## config.mk

```make
export PLATFORM = sky130hd
export DESIGN_NAME = uart_rx_dram_writer_flat
export DESIGN_NICKNAME = d
export VERILOG_FILES = /design/src/rtl/uart_rx_dram_writer_if.sv /design/src/rtl/uart_rx_dram_writer.sv /design/src/flat_wrapper.sv
export SDC_FILE = /design/constraint.sdc
export NUM_CORES = 1
export LEC_CHECK = 0
export CAP_MARGIN = 0
export CORE_MARGIN = 1
export CORE_UTILIZATION = 45
export DETAILED_ROUTE_END_ITERATION = 10
export MAX_ROUTING_LAYER = met4
export PLACE_DENSITY = 0.69
export SETUP_SLACK_MARGIN = 0.5
export SLEW_MARGIN = 20
export SYNTH_ARGS = -nofsm -noshare
export SYNTH_HDL_FRONTEND = slang
export SYNTH_SLANG_ARGS = --single-unit
```

## constraint.sdc

```tcl
create_clock -name clk -period 4.2 [get_ports clk]
set_input_delay 0.84 -clock clk [delete_from_list [all_inputs] [get_ports clk]]
set_output_delay 0.84 -clock clk [all_outputs]
set_load 0.02 [all_outputs]
```

## src/rtl/uart_rx_dram_writer_if.sv

```systemverilog
// DRAM write port driven by the UART receiver: byte, address, one-cycle strobe.
interface uart_rx_dram_writer_if #(
    parameter int ADDR_W = 16
);
    logic [7:0]        data_out;
    logic [ADDR_W-1:0] address_out;
    logic              wren;

    modport master (output data_out, output address_out, output wren);
    modport slave  (input  data_out, input  address_out, input  wren);
endinterface

```

## src/rtl/uart_rx_dram_writer.sv

```systemverilog
// 8N1 UART receiver writing each good byte to DRAM at an auto-incrementing address.
// Define UART_RX_PARITY_EN to receive 8E1 frames with even-parity checking.
module uart_rx_dram_writer #(
    parameter int CLKS_PER_BIT = 16,
    parameter int ADDR_W       = 16
) (
    input  logic                     clk,
    input  logic                     rst,
    input  logic                     rx,
    uart_rx_dram_writer_if.master    dram,
    output logic                     rx_busy,
    output logic                     frame_err,
    output logic                     parity_err,
    output logic [2:0]               state_out
);
    localparam int CNT_W = $clog2(CLKS_PER_BIT);
    localparam logic [CNT_W-1:0] CNT_LAST = CNT_W'(CLKS_PER_BIT - 1);
    localparam logic [CNT_W-1:0] CNT_MID  = CNT_W'(CLKS_PER_BIT / 2 - 1);

    localparam logic [2:0] ST_IDLE      = 3'd0;
    localparam logic [2:0] ST_START     = 3'd1;
    localparam logic [2:0] ST_DATA      = 3'd2;
    localparam logic [2:0] ST_PARITY    = 3'd3;
    localparam logic [2:0] ST_STOP      = 3'd4;
    localparam logic [2:0] ST_WAIT_HIGH = 3'd5;

    logic              rx_meta_q, rx_s_q, rx_prev_q;
    logic [2:0]        state_q, state_d;
    logic [CNT_W-1:0]  cnt_q, cnt_d;
    logic [2:0]        bit_q, bit_d;
    logic [7:0]        shift_q, shift_d;
    logic [7:0]        data_q, data_d;
    logic [ADDR_W-1:0] addr_q, addr_d;
    logic              wren_q, wren_d;
    logic              ferr_q, ferr_d;
    logic              perr_q, perr_d;
    logic              cnt_last;
    logic              par_bad;
`ifdef UART_RX_PARITY_EN
    logic              par_q, par_d;
`endif

    assign cnt_last = (cnt_q == CNT_LAST);
`ifdef UART_RX_PARITY_EN
    assign par_bad = par_q ^ (^shift_q);
`else
    assign par_bad = 1'b0;
`endif

    always_comb begin
        state_d = state_q;
        cnt_d   = cnt_q;
        bit_d   = bit_q;
        shift_d = shift_q;
        data_d  = data_q;
        addr_d  = addr_q;
        wren_d  = 1'b0;
        ferr_d  = 1'b0;
        perr_d  = 1'b0;
`ifdef UART_RX_PARITY_EN
        par_d   = par_q;
`endif
        case (state_q)
            ST_IDLE: begin
                if (rx_prev_q && !rx_s_q) begin
                    state_d = ST_START;
                    cnt_d   = '0;
                end
            end
            ST_START: begin
                if (cnt_q == CNT_MID) begin
                    cnt_d   = '0;
                    bit_d   = '0;
                    state_d = rx_s_q ? ST_IDLE : ST_DATA;
                end else begin
                    cnt_d = cnt_q + 1'b1;
                end
            end
            ST_DATA: begin
                if (cnt_last) begin
                    cnt_d   = '0;
                    shift_d = {rx_s_q, shift_q[7:1]};
                    bit_d   = bit_q + 1'b1;
                    if (bit_q == 3'd7) begin
`ifdef UART_RX_PARITY_EN
                        state_d = ST_PARITY;
`else
                        state_d = ST_STOP;
`endif
                    end
                end else begin
                    cnt_d = cnt_q + 1'b1;
                end
            end
`ifdef UART_RX_PARITY_EN
            ST_PARITY: begin
                if (cnt_last) begin
                    cnt_d   = '0;
                    par_d   = rx_s_q;
                    state_d = ST_STOP;
                end else begin
                    cnt_d = cnt_q + 1'b1;
                end
            end
`endif
            ST_STOP: begin
                // Strobe cycle: address advances only after the write is seen.
                if (wren_q) begin
                    addr_d  = addr_q + 1'b1;
                    state_d = ST_IDLE;
                end else if (cnt_last) begin
                    cnt_d = '0;
                    if (!rx_s_q) begin
                        ferr_d  = 1'b1;
                        state_d = ST_WAIT_HIGH;
                    end else if (par_bad) begin
                        perr_d  = 1'b1;
                        state_d = ST_IDLE;
                    end else begin
                        data_d = shift_q;
                        wren_d = 1'b1;
                    end
                end else begin
                    cnt_d = cnt_q + 1'b1;
                end
            end
            ST_WAIT_HIGH: begin
                if (rx_s_q) state_d = ST_IDLE;
            end
            default: state_d = ST_IDLE;
        endcase
    end

    always_ff @(posedge clk) begin
        if (rst) begin
            rx_meta_q <= 1'b1;
            rx_s_q    <= 1'b1;
            rx_prev_q <= 1'b1;
            state_q   <= ST_IDLE;
            cnt_q     <= '0;
            bit_q     <= '0;
            shift_q   <= '0;
            data_q    <= '0;
            addr_q    <= '0;
            wren_q    <= 1'b0;
            ferr_q    <= 1'b0;
            perr_q    <= 1'b0;
`ifdef UART_RX_PARITY_EN
            par_q     <= 1'b0;
`endif
        end else begin
            rx_meta_q <= rx;
            rx_s_q    <= rx_meta_q;
            rx_prev_q <= rx_s_q;
            state_q   <= state_d;
            cnt_q     <= cnt_d;
            bit_q     <= bit_d;
            shift_q   <= shift_d;
            data_q    <= data_d;
            addr_q    <= addr_d;
            wren_q    <= wren_d;
            ferr_q    <= ferr_d;
            perr_q    <= perr_d;
`ifdef UART_RX_PARITY_EN
            par_q     <= par_d;
`endif
        end
    end

    assign dram.data_out    = data_q;
    assign dram.address_out = addr_q;
    assign dram.wren        = wren_q;
    assign rx_busy          = (state_q != ST_IDLE);
    assign frame_err        = ferr_q;
    assign parity_err       = perr_q;
    assign state_out        = state_q;
endmodule

```

## src/flat_wrapper.sv

```systemverilog
// flat-port wrapper written by rule: the top's interface ports become plain ports
module uart_rx_dram_writer_flat 
#(
    parameter int CLKS_PER_BIT = 16,
    parameter int ADDR_W       = 16
)
  (clk, rst, rx, rx_busy, frame_err, parity_err, state_out, dram_data_out, dram_address_out, dram_wren);
  uart_rx_dram_writer_if #(.ADDR_W(ADDR_W)) dram_i ();
  input  logic clk;
  input  logic rst;
  input  logic rx;
  output logic rx_busy;
  output logic frame_err;
  output logic parity_err;
  output logic [2:0] state_out;
  output wire logic [$bits(dram_i.data_out)-1:0] dram_data_out;
  output wire logic [$bits(dram_i.address_out)-1:0] dram_address_out;
  output wire logic [$bits(dram_i.wren)-1:0] dram_wren;
  assign dram_data_out = dram_i.data_out;
  assign dram_address_out = dram_i.address_out;
  assign dram_wren = dram_i.wren;
  uart_rx_dram_writer #(.CLKS_PER_BIT(CLKS_PER_BIT), .ADDR_W(ADDR_W)) u_core (.clk(clk), .rst(rst), .rx(rx), .dram(dram_i), .rx_busy(rx_busy), .frame_err(frame_err), .parity_err(parity_err), .state_out(state_out));
endmodule
```

==> impl_metrics.tcl, run 1 <==
set metrics [dict create \
    violations "design-rule violations" \
    viasPerCell 5.413 \
    status "finished, violations left" \
    fp.dieH_um 70.59 \
    fin_util_pct 57.01 \
    ys_warn_count 0 \
    crit_required_ns 3.36 \
    p_sw_mw 0.2236 \
    slew_violations 0 \
    drive_gt1_share_pct 7.090 \
    tightest_slew_ns 0.5806 \
    core_mm2 0.004444 \
    cp_max_fo 20 \
    p_sw_share_pct 27.04 \
    cts.sinks 47 \
    grt_pass1_vias 1569 \
    r2r_start "u_core.state_out[2]" \
    clk_pin_slew_worst_paths_ns 0.09 \
    hold_ws_ns 0.4182 \
    final-setup-viol-count 0 \
    finish.instance_area_mm2 0.002534 \
    cts_tree "yes" \
    nets 274 \
    clock_latency_ns 0.31 \
    synth_cell_types 47 \
    pwr-share-comb_pct 10.1 \
    cts_resized 0 \
    dr.first_iter.drc_count 172 \
    clock_path_buffers 2 \
    syn_area_per_cell_um2 8.821 \
    hpwl_mm 2.779 \
    top_level_ports 34 \
    min_period_over_period_pct 63.12 \
    total_power_mw 0.8272 \
    peakVddDrop_mv 0.1590 \
    synth_nets 247 \
    hold_viol 0 \
    port_buffers 32 \
    first_pass_iters 7 \
    hp-class "flip-flop to flip-flop" \
    fmax_mhz 377.2 \
    grt_overflow_total 0 \
    grtUsageMet2_pct 28.37 \
    area_growth_syn_to_layout_pct 19.68 \
    wirelength_mm 4.162 \
    synth-edff-count 0 \
    h-tree-depth 2 \
    grt.met1_usage_pct 24.71 \
    hold_buffers 0 \
    die_x_um 70.59 \
    seq_power_share_pct 55.9 \
    critPathLaunch "u_core.state_out[1]" \
    internal_power_mw 0.6036 \
    startpoint_type "flip-flop" \
    fin_crit_ns 2.651 \
    diodes 0 \
    ys.flop_type "dfxtp_1" \
    pwr-share-clk_pct 34.0 \
    drc 4 \
    routabilityCongestion 0.8446 \
    start_util_pct 47.64 \
    antenna_found_initial 0 \
    root_buffer "clkbuf_8" \
    cts_made_buffers 5 \
    syn_inst 240 \
    vias 1732 \
    endpoint_kind "output pin" \
    cts_setup_buffers 0 \
    synth_seq_cells 47 \
    synth.cell_area_mm2 0.002117 \
    leakagePower_nw 0.8808 \
    met3_usage_pct 5.983 \
    route.antenna.remaining_nets 0 \
    grt_max_degree 48 \
    seq_area_frac_synth_pct 44.44 \
    skew_ns 0.006584 \
    maxSlewHeadroom_pct 61.24 \
    maxCapViolations 0 \
    hold_path_startpoint "u_core.rx_meta_q" \
    async_reset_ff_share_pct 0 \
    dieArea_mm2 0.004983 \
    rsz0062_at_grt "no" \
    track_usage_pct 19.20 \
    setup_tns_ns 0 \
    placed_area_mm2 0.002442 \
    path_class "flip-flop to output pin" \
    rows 24 \
    grt_pass1_wl_mm 7.217 \
    cp.arrival_ns 1.81 \
    power_density_mw_per_mm2 326.5 \
    grt-busiest-layer "met2" \
    avgRoutedWirePerCell_um 13.01 \
]
## path summary, 6_finish.rpt
path | end | slack [ns] | cells past startpoint
setup reg to reg | u_core.dram.data_out[3] | 2.24 | 4
setup / recovery | rx_busy | 1.55 | 2
hold / removal | u_core.rx_s_q | 0.42 | 1
hold reg to reg | u_core.rx_s_q | 0.42 | 1
## stage by stage
stage	setup WS [ns]	instances
2_1_floorplan	2.433	240
3_3_place_gp	1.925	312
3_5_place_dp	1.904	312
4_1_cts	1.559	320
5_1_grt	1.459	320
6_report	1.549	320
## layer usage
| layer | share of wire [%] | vias to the layer above |
|---|---|---|
| met5 | 0 | - |
| met4 | 1.7 | 0 |
| met3 | 4.3 | 6 |
| met2 | 44 | 30 |
| met1 | 50 | 805 |
| li1 | - | 891 |
## cells by family (layout without fill, tap and decap cells)
family	count (synthesis)	after routing	synth area share, %
buf+inv	14	42	3.368
compound gates	40	40	10.76
flops	47	47	44.44
simple gates	114	114	30.08
other cells	1	1	0.1771
mux	9	9	4.255
fa+ha+maj	4	4	2.364
xor+xnor	11	11	4.551
## critical path, cell delays in order (launching register included)
cell             delay (ns)
dfxtp_1                0.70
or3_1                  0.20
clkdlybuf4s50_1        0.60
## sequential cells by signal, indices dropped and copies added (netlist names)
register                 count
u_core.state_out             3
u_core.shift_q               8
u_core.dram.address_out     16
u_core.rx_s_q                1
u_core.cnt_q                 4
u_core.rx_meta_q             1
u_core.dram.data_out         8
u_core.dram.wren             1
u_core.frame_err             1
u_core.rx_prev_q             1
u_core.bit_q                 3
## placed cells by master, fill, tap and decap left out, types with 5 or more instances in the layout
master	netlist	routed
clkbuf_8	0	5
mux2i_1	9	9
nor3_1	6	6
nand2_1	29	29
or3_1	7	7
clkdlybuf4s50_1	0	32
nand3_1	12	12
xnor2_1	8	8
nor2_1	27	27
o21ai_0	11	11
a21oi_1	18	18
dfxtp_1	47	47
## power groups by stage
stage	Sequential, mW	Combinational (mW)	Clock (mW)
after floorplan	0.469	0.0636	0
after global placement	0.473	0.0832	0
after detailed placement	0.473	0.0837	0
after CTS	0.462	0.0841	0.289
after global routing	0.465	0.0917	0.310
final	0.463	0.0837	0.281
## synthesized netlist by cell type, types with 2 or more instances
library cell	n	area, µm²
dfxtp_1	47	940.9
nand2_1	29	108.9
nor2_1	27	101.4
a21oi_1	18	90.09
nand3_1	12	60.06
o21ai_0	11	55.05
mux2i_1	9	90.09
xnor2_1	8	70.07
clkbuf_1	7	26.28
or3_1	7	43.79
nor3_1	6	30.03
and3_1	4	25.02
ha_1	4	50.05
nand4b_1	4	35.03
buf_2	3	15.01
nand3b_1	3	22.52
or2_2	3	18.77
xor2_1	3	26.28
a22oi_1	2	15.01
a31oi_1	2	12.51
buf_4	2	15.01
nand2b_1	2	12.51
nor2b_1	2	12.51
nor4_2	2	25.02
## layout make-up
type                            count  area, µm²
Fill cell                         398       1911
Clock inverter                      3      22.52
Clock buffer                        5      68.82
Sequential cell                    47      940.9
Multi-Input combinational cell    179       1105
Timing Repair Buffer               33      327.8
Tap cell                           52      65.06
Inverter                            1      3.754
Note: power is estimated with default switching activity, not from simulation.
==> run 2: changes to the inputs <==
PLACE_DENSITY = 0.72   (was 0.69)
clock period = 2.4 ns   (was 4.2 ns; I/O delays follow)
==> run 2 against run 1 <==
Effect of this change: the run still ends with design-rule violations left; non-clock buffer count rose by 1; cell area increased by 2.2%; utilization is 1.2 points higher; sequential cell count stayed put; clock power rose by 120%; combinational power increased by 76%; critical path type unchanged; first-iteration DRC count fell by 37%.
==> impl_metrics.tcl, run 2 (same netlist as run 1, synthesis figures left out) <==
set metrics [dict create \
    area_growth_syn_to_layout_pct 22.28 \
    clock_path_buffers 2 \
    fin_crit_ns 1.888 \
    viasPerCell 5.464 \
    power_density_mw_per_mm2 605.9 \
    first_pass_iters 7 \
    grt_pass1_wl_mm 7.279 \
    violations "design-rule violations" \
    dieArea_mm2 0.004983 \
    avgRoutedWirePerCell_um 13.32 \
    root_buffer "clkbuf_8" \
    clk_pin_slew_worst_paths_ns 0.09 \
    startpoint_type "flip-flop" \
    endpoint_kind "output pin" \
    hold_buffers 0 \
    die_x_um 70.59 \
    cts.sinks 47 \
    grt_max_degree 27 \
    top_level_ports 34 \
    core_mm2 0.004444 \
    leakagePower_nw 1.007 \
    start_util_pct 47.64 \
    fin_util_pct 58.25 \
    final_cell_mix "44 x dfxtp_1, 29 x nand2_1, 27 x nor2_1" \
    fmax_mhz 529.8 \
    crit_required_ns 1.92 \
    hold_viol 0 \
    r2r_end "u_core.dram.data_out[7]" \
    holdPathStages 1 \
    r2r_cells 4 \
    final-setup-viol-count 0 \
    vias 1754 \
    r2r_start "u_core.state_out[0]" \
    rows 24 \
    track_usage_pct 18.99 \
    diodes 0 \
    grt_pass1_vias 1537 \
    maxCapViolations 0 \
    drive_gt1_share_pct 9.294 \
    slew_violations 0 \
    peakVddDrop_mv 0.3368 \
    critPathLaunch "u_core.state_out[0]" \
    dp_slack_ns 0.4390 \
    path_class "flip-flop to output pin" \
    grt_overflow_total 0 \
    min_period_over_period_pct 78.65 \
    fp.dieH_um 70.59 \
    route.antenna.remaining_nets 0 \
    final_common_cell "dfxtp_1" \
    hold_path_startpoint "u_core.rx_meta_q" \
    cp_max_fo 16 \
    skew_ns 0.008323 \
    rrSetupSlack_ns 0.61 \
    antenna_found_initial 0 \
    rsz0062_at_grt "yes" \
    cp.arrival_ns 1.41 \
    h-tree-depth 2 \
    cts_tree "yes" \
    status "finished, violations left" \
    drc 6 \
    setup_slack_ns 0.5124 \
    hp-class "flip-flop to flip-flop" \
    nets 275 \
    hpwl_mm 2.902 \
    hold_ws_ns 0.4148 \
    port_buffers 32 \
    dr.first_iter.drc_count 108 \
    hold_end "u_core.rx_s_q" \
    wirelength_mm 4.275 \
    cts_made_buffers 5 \
    largest_register_ffs 16 \
    routabilityCongestion 0.8743 \
    setup_tns_ns 0 \
    clock_latency_ns 0.31 \
]
[run 2: changes by cell type in the layout (fill, tap and decap cells not counted), moves of 2 or more]
cell,before,now
dlymetal6s2s_1,0,5
dlygate4sd2_1,0,3
dfxtp_4,0,2
clkdlybuf4s50_1,32,23
dfxtp_1,47,44
[run 2: report_power, final]
part / switching, mW / leakage [nW] / internal (mW) / total [mW]
combinational: 0.0907 / 0.564 / 0.0559 / 0.147
clock: 0.273 / 0.0612 / 0.337 / 0.610
sequential: 0.0226 / 0.381 / 0.789 / 0.812
total: 0.386 / 1.01 / 1.18 / 1.57
[run 2: area by class of cell]
| cell class | count | area (µm²) |
|---|---|---|
| Tap cell | 52 | 65.06 |
| Sequential cell | 47 | 949.7 |
| Timing Repair Buffer | 34 | 344.1 |
| Clock buffer | 6 | 82.58 |
| Multi-Input combinational cell | 179 | 1109 |
| Inverter | 1 | 3.754 |
| Fill cell | 396 | 1856 |
| Clock inverter | 2 | 35.03 |
[run 2: worst max-delay path by stage]
stage | end | cells past startpoint | slack, ns
final | rx_busy | 2 | 0.51
after global routing | rx_busy | 2 | 0.46
after floorplan | u_core.dram.data_out[0] | 6 | 0.68
after CTS | rx_busy | 2 | 0.45
after detailed placement | rx_busy | 2 | 0.44
after global placement | rx_busy | 2 | 0.44
[run 2: per-layer routing]
layer  GRT usage, %  up-vias  routed length (µm)
li1               -      895                   -
met1          23.55      815                2039
met2          29.67       42                1995
met3          5.983        2                 220
met4          6.000        0                  19
met5              -        -                   0
[run 2: timing repair]
item	CTS	global route
buffers inserted	0	0
setup endpoints to repair	16	9
gates resized for setup	8	9
[run 2: worst max-delay path, stage by stage, from the launching register on]
cell	delay [ns]
dfxtp_4	0.40
or3_1	0.40
clkdlybuf4s15_1	0.30
[run 2: stage by stage]
step | power, mW | instances | cell area [µm²]
after CTS | 1.584 | 321 | 2569
after detailed placement | 0.9785 | 313 | 2450
after floorplan | 0.9314 | 240 | 2117
after global routing | 1.636 | 321 | 2589
final | 1.568 | 321 | 2589
after global placement | 0.9760 | 313 | 2450
==> run 3: changes to the inputs <==
PLACE_DENSITY = 0.69   (was 0.72)
clock period = 1.75 ns   (was 2.4 ns; I/O delays follow)
==> run 3 against run 2 <==
Effect of this change: the run still ends with design-rule violations left; global-route usage up 1.2 points; register-to-register slack worse by 0.47 ns; first-iteration DRC count up 44%; utilization up 9.2 points; clock power up 12%.
==> impl_metrics.tcl, run 3 (same netlist as run 1, synthesis figures left out) <==
set metrics [dict create \
    fillers 349 \
    multi_input_area_mm2 0.001331 \
    cts.sinks 47 \
    cts_tree "yes" \
    hold_ws_ns 0.4174 \
    final_cell_mix "27 x buf_2, 26 x nand2_1, 26 x dfxtp_1" \
    dp_slack_ns 0.06749 \
    route.antenna.remaining_nets 0 \
    avgRoutedWirePerCell_um 14.16 \
    cp_slowest_cell "dfxtp_2" \
    drive_gt1_share_pct 43.67 \
    grt_pass1_wl_mm 7.948 \
    track_usage_pct 20.19 \
    hpwl_mm 2.842 \
    skew_ns 0.006099 \
    crit_required_ns 1.96 \
    path_class "flip-flop to flip-flop" \
    finish.instance_area_mm2 0.002999 \
    nets 306 \
    ff_latch_area_um2 979.7 \
    rsz0062_at_grt "yes" \
    first_pass_iters 7 \
    port_buffers 32 \
    fp.dieH_um 70.59 \
    total_power_mw 2.145 \
    violations "design-rule violations" \
    fmax_mhz 621.0 \
    fin_crit_ns 1.610 \
    setup_slack_ns 0.1396 \
    cts_made_buffers 5 \
    routabilityCongestion 0.7826 \
    maxCapViolations 0 \
    final_common_cell "buf_2" \
    endpoint_kind "flip-flop" \
    leakagePower_nw 1.241 \
    cp.arrival_ns 1.83 \
    largest_register_ffs 16 \
    area_growth_syn_to_layout_pct 41.67 \
    hold_viol 0 \
    crit_buf_inv 0 \
    clock_path_buffers 2 \
    vias 1939 \
    drc 2 \
    dieArea_mm2 0.004983 \
    h-tree-depth 2 \
    top_level_ports 34 \
    grt_overflow_total 0 \
    start_util_pct 47.64 \
    min_period_over_period_pct 92.02 \
    cp_cell_sequence "ha_4 -> ha_4 -> or3b_1 -> o31a_1 -> a21oi_2 -> o21ai_1 -> a31oi_1" \
    status "finished, violations left" \
    antenna_found_initial 0 \
    core_mm2 0.004444 \
    slew_violations 0 \
    wirelength_mm 4.984 \
    fin_util_pct 67.48 \
    diodes 0 \
    rows 24 \
    hp-class "flip-flop to flip-flop" \
    hold_buffers 0 \
    power_density_mw_per_mm2 715.3 \
    fin_cells 352 \
    slowest_delay_ns 0.34 \
    cp_max_fo 3 \
    clk_pin_slew_worst_paths_ns 0.09 \
    crit_path_frequent_cell "ha_4" \
    grt_pass1_vias 1750 \
    critical_path.top_delay_family "compound AO/OA/AOI/OAI gates" \
    root_buffer "clkbuf_8" \
    peakVddDrop_mv 0.5442 \
    viasPerCell 5.509 \
    setup_tns_ns 0 \
    dr.first_iter.drc_count 156 \
    placed_area_mm2 0.002609 \
    clock_latency_ns 0.29 \
    final-setup-viol-count 0 \
    die_x_um 70.59 \
    placed_cells 320 \
    startpoint_type "flip-flop" \
    grt_max_degree 48 \
]
## run 3: cell count changes in the layout (fill, tap and decap cells not counted), moves of 4 or more
| cell | change |
|---|---|
| buf_4 | +12 |
| clkdlybuf4s50_1 | -21 |
| dfxtp_2 | +15 |
| nor3_1 | -5 |
| dlymetal6s2s_1 | -5 |
| dfxtp_1 | -18 |
| o21ai_1 | +4 |
| o21ai_0 | -4 |
| and3_4 | +4 |
| buf_6 | +15 |
| buf_2 | +27 |
## run 3: worst paths after layout
path	from	end	slack, ns	cells past startpoint
max	u_core.bit_q[0]	u_core.state_out[2]	0.14	7
max reg2reg	u_core.bit_q[0]	u_core.state_out[2]	0.14	7
min reg2reg	u_core.rx_meta_q	u_core.rx_s_q	0.42	1
min	u_core.rx_meta_q	u_core.rx_s_q	0.42	1
## run 3: per-layer routing
metal | vias to the layer above | routed length (µm) | GRT usage [%]
li1 | 966 | - | -
met1 | 930 | 2363 | 26.76
met2 | 37 | 2401 | 31.50
met3 | 6 | 159 | 3.989
met4 | 0 | 60 | 6.000
met5 | - | 0 | -
## run 3: layout make-up
cell class	instances	share of cell area (%)
multi-input cells	181	44.39
clock buffers	6	2.753
flip-flops and latches	47	32.67
clock inverters	2	0.5423
well taps	52	2.169
repair buffers	63	17.35
inverters	1	0.1252
## run 3: worst register-to-register path: cells and delay by family, from the launching register on
family	cells	cell delay (ns)
AOI/OAI and AO/OA	4	0.55
adders and majority gates	2	0.31
DFF	1	0.34
and+or+nand+nor	1	0.34
## run 3: repair_timing
action                                  CTS  global route
buffers inserted                         13             8
endpoints found under the setup margin   72            53
pin swaps                                26            20
resized for setup                       167            20
gates cloned                              2             1
## run 3: report_power, final
group | leakage (nW) | total [mW] | switching (mW) | internal (mW)
combinational | 0.802 | 0.370 | 0.196 | 0.174
clock | 0.0474 | 0.686 | 0.364 | 0.323
sequential | 0.391 | 1.09 | 0.0126 | 1.08
total | 1.24 | 2.15 | 0.572 | 1.57
